### config.mk
export PLATFORM = sky130hd
export DESIGN_NAME = cpc_ram_bank_ctrl
export DESIGN_NICKNAME = d
export VERILOG_FILES = /design/src/rtl/cpc_ram_bank_ctrl.sv
export SDC_FILE = /design/constraint.sdc
export NUM_CORES = 1
export LEC_CHECK = 0
export CORE_MARGIN = 2
export CORE_UTILIZATION = 23
export CTS_CLUSTER_SIZE = 10
export DETAILED_ROUTE_END_ITERATION = 6
export PLACE_DENSITY = 0.74
export SYNTH_ARGS = -nofsm -noshare
export SYNTH_HDL_FRONTEND = slang
export SYNTH_SLANG_ARGS = --single-unit
### constraint.sdc
create_clock -name CLK -period 1 [get_ports CLK]
set_input_delay 0.1 -clock CLK [delete_from_list [all_inputs] [get_ports CLK]]
set_output_delay 0.1 -clock CLK [all_outputs]
set_load 0.02 [all_outputs]
### src/rtl/cpc_ram_bank_ctrl.sv
// CPC RAM expansion: decodes &7Fxx RAM-config writes and maps 16KB windows
// onto internal or expansion SRAM pages, driving RAMDIS and SRAM strobes.
module cpc_ram_bank_ctrl #(
    parameter int BANK_BITS = 3,
    parameter int RAM_AW    = BANK_BITS + 16
) (
    input  logic                 CLK,
    input  logic                 RESET_B,
    input  logic [15:0]          A,
    input  logic [7:0]           D,
    input  logic                 IOREQ_B,
    input  logic                 MREQ_B,
    input  logic                 RD_B,
    input  logic                 WR_B,
    input  logic                 M1_B,
    input  logic                 RFSH_B,
    output logic                 RAMDIS,
    output logic [RAM_AW-1:0]    ram_addr,
    output logic                 ram_ce_b,
    output logic                 ram_oe_b,
    output logic                 ram_we_b,
    output logic [2:0]           cfg_q,
    output logic [BANK_BITS-1:0] bank_q
);

    typedef enum logic {
        ST_IDLE,
        ST_WAIT
    } state_t;

    state_t state, state_nxt;

    logic       iowr_hit;
    logic       io_idle;
    logic       load;
    logic       mem_act;
    logic       ext;
    logic [1:0] win;
    logic [2:0] page;

    assign iowr_hit = !IOREQ_B && !WR_B && M1_B && !A[15];
    assign io_idle  = IOREQ_B && WR_B;

    // One load per I/O cycle: WAIT absorbs the rest of the cycle.
    always_comb begin
        state_nxt = state;
        load      = 1'b0;
        case (state)
            ST_IDLE: begin
                if (iowr_hit) begin
                    state_nxt = ST_WAIT;
                    load      = (D[7:6] == 2'b11);
                end
            end
            ST_WAIT: begin
                if (io_idle)
                    state_nxt = ST_IDLE;
            end
            default: state_nxt = ST_WAIT;
        endcase
    end

    // Resetting into WAIT drops any write still in flight at release.
    always_ff @(posedge CLK) begin
        if (!RESET_B) begin
            state  <= ST_WAIT;
            cfg_q  <= 3'd0;
            bank_q <= '0;
        end else begin
            state <= state_nxt;
            if (load) begin
                cfg_q  <= D[2:0];
                bank_q <= D[BANK_BITS+2:3];
            end
        end
    end

    assign win = A[15:14];

    always_comb begin
        page = {1'b0, win};
        case (cfg_q)
            3'd1: begin
                if (win == 2'd3)
                    page = 3'd7;
            end
            3'd2: page = {1'b1, win};
            3'd3: begin
                if (win == 2'd1)
                    page = 3'd3;
                else if (win == 2'd3)
                    page = 3'd7;
            end
            3'd4, 3'd5, 3'd6, 3'd7: begin
                if (win == 2'd1)
                    page = cfg_q;
            end
            default: ;
        endcase
    end

    assign mem_act = !MREQ_B && RFSH_B;
    assign ext     = page[2] && mem_act;

    assign RAMDIS   = ext;
    assign ram_ce_b = !ext;
    assign ram_oe_b = ext ? RD_B : 1'b1;
    assign ram_we_b = ext ? WR_B : 1'b1;
    assign ram_addr = {bank_q, page[1:0], A[13:0]};

endmodule
After elaboration in Yosys (flattened, before gate mapping)
Cells that the tools add are included.
- bits of input ports: 32
- bits in registers: 7
- output and inout bits: 29
- word-level logic and storage cells: 37
- multiplexer cells: 11
- reduce and logical (&&, ||, !) cells: 12
- bitwise operators: 1
- equal/unequal tests: 10
- operators by type and width (cell ; count):
    $eq 3x3->1 const B ; 4
    $pmux 3 s4 ; 1
    $mux 3 ; 3
    $eq 3x2->1 const B ; 2
    $logic_and 1x1->1 ; 6
    $mux 1 ; 6
    $logic_not 1->1 ; 5
    $eq 2x2->1 const B ; 2
    $reduce_or 4->1 ; 1
    $eq 3x1->1 const B ; 1
    $eq 2x1->1 const B ; 1
    $pmux 1 s2 ; 1
    $not 1->1 ; 1

Depth between registers and ports, before layout
- depth after elaboration: 6
- gate-level depth with buffers: 4
- depth with buffers taken out: 3

Worst setup path before layout
Ideal clock, no wire load.
- path type: reg2out
- start point: reg cfg_q[0]
- end point: out RAMDIS
- path buffers: 0
- cell stages (with the launch flop): 4
- data required time: 0.900 ns
- arrival: 1.171 ns
- path slack: -0.271 ns
- cell sequence: dfxtp_1 -> nor3_1 -> nor3b_1 -> and2_1
- word-level cells in the longest chain between the ends: 4
- elaborated cells between the ends (all ways): 10
- classes of those cells: eq/ne (7); mux (1); reduce/logical (2)
- RTL lines (what ; RTL line ; text):
    from (decl) ; 22 ; output logic [2:0] cfg_q,
    from (signal assigned) ; 72 ; cfg_q <= D[2:0];
    $eq 3x3->1 ; 82 ; case (cfg_q)
    $reduce_or 4->1 ; 82 ;
    $pmux 3 s4 * ; 82 ;
    $logic_and 1x1->1 * ; 103 ; assign ext = page[2] && mem_act;
    to (decl) ; 17 ; output logic RAMDIS,
Mark *: on every way between the ends. The rest lies on a longest branch, timed or not.

Worst setup path after layout
Ends and elaborated chain as after synthesis.

==> flow_summary.ini <==
[min_path]
hold_depth = 0
worstHoldPathType = in2out
hold_start = A[12]
hold_end = ram_addr[12]

[cts]
hold_buffers = 0
clk_path_buf_depth = 2
cts-buffers-inserted = 3
cts_htree_levels = 1
clock-sinks = 7
clock-root-buffer = clkbuf_4
cts_tree = done
clk_pin_slew_worst_paths_ps = 60
clock_latency_ps = 250
postCtsSetupRepairBufs = 0

[synth]
synth-main-ff-cell = dfxtp_1
yosysWarningCount = 0
synth_nets = 96
seq_area_frac_synth = 0.275
synth_common_cells = buf_4, nand2_1, dfxtp_1
synthDistinctLibCells = 20
synthCells = 64
synth_enable_flop_cells = 0
synth_seq_cells = 7
yosys.area.top_type = dfxtp_1
netlist_area_um2 = 510
synth_top_area_share = 0.275
syn_area_per_cell_um2 = 7.98
synthArstFlopShare = 0
netlist_top_cells_area = dfxtp_1, buf_4, nand2_1

[timing]
period_needed_ps = 1340
slew-limit-headroom = 0.821
timing.final.max_slew_violations = 0
hold_slack_ps = 200
rsz0062_at_grt = true
fin_tns_setup_ps = -1940
hold_viol = 0
fin_skew_ps = 6.22
worst_pin_slew_ps = 268
setup_viol = 12
worst_slack_ps = -338
fin_crit_sh = 1.34
timing.fmax_ghz = 0.747

[detailed_routing]
routedWlPerCell_um = 10.3
drt.antenna.violating_nets = 0
vias_per_cell = 4.09
wirelength_um = 1180
drc = 0
drt-pass1-iter-count = 2
vias = 470
drt_iter0_drc = 2

[placement]
place_area_um2 = 803
dpl.cell_count = 111
portBuffers = 32
gp_congestion = 0.670
dp_hpwl_um = 946

[pwr]
power_leakage_nw = 0.323
peakVddDrop_mv = 0.412
powerDensity_mw_per_mm2 = 838

[cells_and_area]
diodes = 0
nets = 120
drive_gt1_frac = 0.391
fin_cells = 115
final_cell_area_um2 = 793
area_growth_pct = 55.4
utilization = 0.369

[setup_path]
r2r-start = state$_SDFF_PN1_
path_max_fanout = 4
required_ps = 900
rr_endpoint = cfg_q[2]$_SDFFE_PN0P_
r2r_cells = 4
r2r_setup_slack_ps = -50
worst_setup_path_start_kind = register
worstSetupPathType = reg2out
cp_data_arrival_time_ps = 1240
setup.worst_path.end_class = output port

[grt]
grt_use_total = 0.0889
antenna_found_initial = 0
grt_pass1_vias = 417
grt_first_pass_wirelength_um = 1730
grt_max_degree = 14
overflow = 0

[floorplan]
dieHeight_um = 51.1
std_cell_rows = 17
die_w_um = 51.1
die-area_mm2 = 0.00261
io_pins = 61
initial_core_util = 0.238
core_area_mm2 = 0.00215

[run]
cap_viol_max_count = 0

[run_status]
failed_checks = negative setup slack
status = finished, violations left
==> metal layers <==
metal  global-route usage  wire length [µm]  vias up
met4               0.0631                 5        0
met3               0.0409               186        2
met2                0.149               539       25
met5                    0                 0        -
li1                     -                 -      243
met1               0.0853               450      200
==> worst max path at each step <==
stage | slack [ps] | end | cells past startpoint | start
after floorplan | -10 | ram_oe_b | 3 | cfg_q[0]$_SDFFE_PN0P_
after global placement | -780 | RAMDIS | 5 | A[14]
after detailed placement | -810 | RAMDIS | 5 | A[14]
after CTS | -350 | RAMDIS | 4 | cfg_q[0]$_SDFFE_PN0P_
after global routing | -390 | RAMDIS | 4 | cfg_q[0]$_SDFFE_PN0P_
final | -340 | RAMDIS | 4 | cfg_q[0]$_SDFFE_PN0P_
==> what timing repair did <==
item                                    in CTS  in global routing
gates resized for setup                     62                 12
endpoints found under the hold margin        0                  0
endpoints found under the setup margin      21                 20
pin swaps                                    5                  1
==> cell usage in the layout (no fill, tap or decap), types with 3 or more instances in the layout <==
cell type and n:
clkdlybuf4s50_1 15, buf_6 6, mux2i_1 6, nand2_1 17, dfxtp_1 3, buf_4 3
clkbuf_4 3, buf_2 10
==> metrics by stage <==
stage / setup slack, ps / total power (W)
finish: -338 / 0.000665
global route: -389 / 0.000704
CTS: -348 / 0.000682
detailed placement: -814 / 0.000415
global placement: -777 / 0.000414
floorplan: -14.3 / 0.000399
==> final cells by class <==
cell class	instances	area, µm²
Multi-Input combinational cell	37	245
Tap cell	28	35.0
Clock buffer	4	26.3
Fill cell	233	1360
Inverter	1	3.75
Timing Repair Buffer	38	333
Sequential cell	7	150
==> registers in the layout, indices dropped and copies added (netlist names) <==
name	flops
bank_q	3
cfg_q	3
state	1
==> power breakdown <==
group / switching (W) / total [W] / internal [W] / leakage [nW]
sequential: 0.00000210 / 0.000280 / 0.000278 / 0.0585
combinational: 0.0000415 / 0.000130 / 0.0000881 / 0.249
clock: 0.000103 / 0.000256 / 0.000152 / 0.0150
total: 0.000147 / 0.000665 / 0.000518 / 0.323
==> worst max-delay path: stages (launching register included) <==
cell and delay [ps]:
dfxtp_4 340, a21boi_1 130, o22ai_2 220, and2_4 190
buf_6 110
==> kinds of logic after synthesis <==
| kind of cell | after synthesis | share of synthesized area |
|---|---|---|
| simple gates | 27 | 0.262 |
| buf+inv | 20 | 0.287 |
| mux | 6 | 0.118 |
| flops | 7 | 0.275 |
| compound gates | 4 | 0.0588 |
No activity file was read; power rests on OpenSTA's default activity.
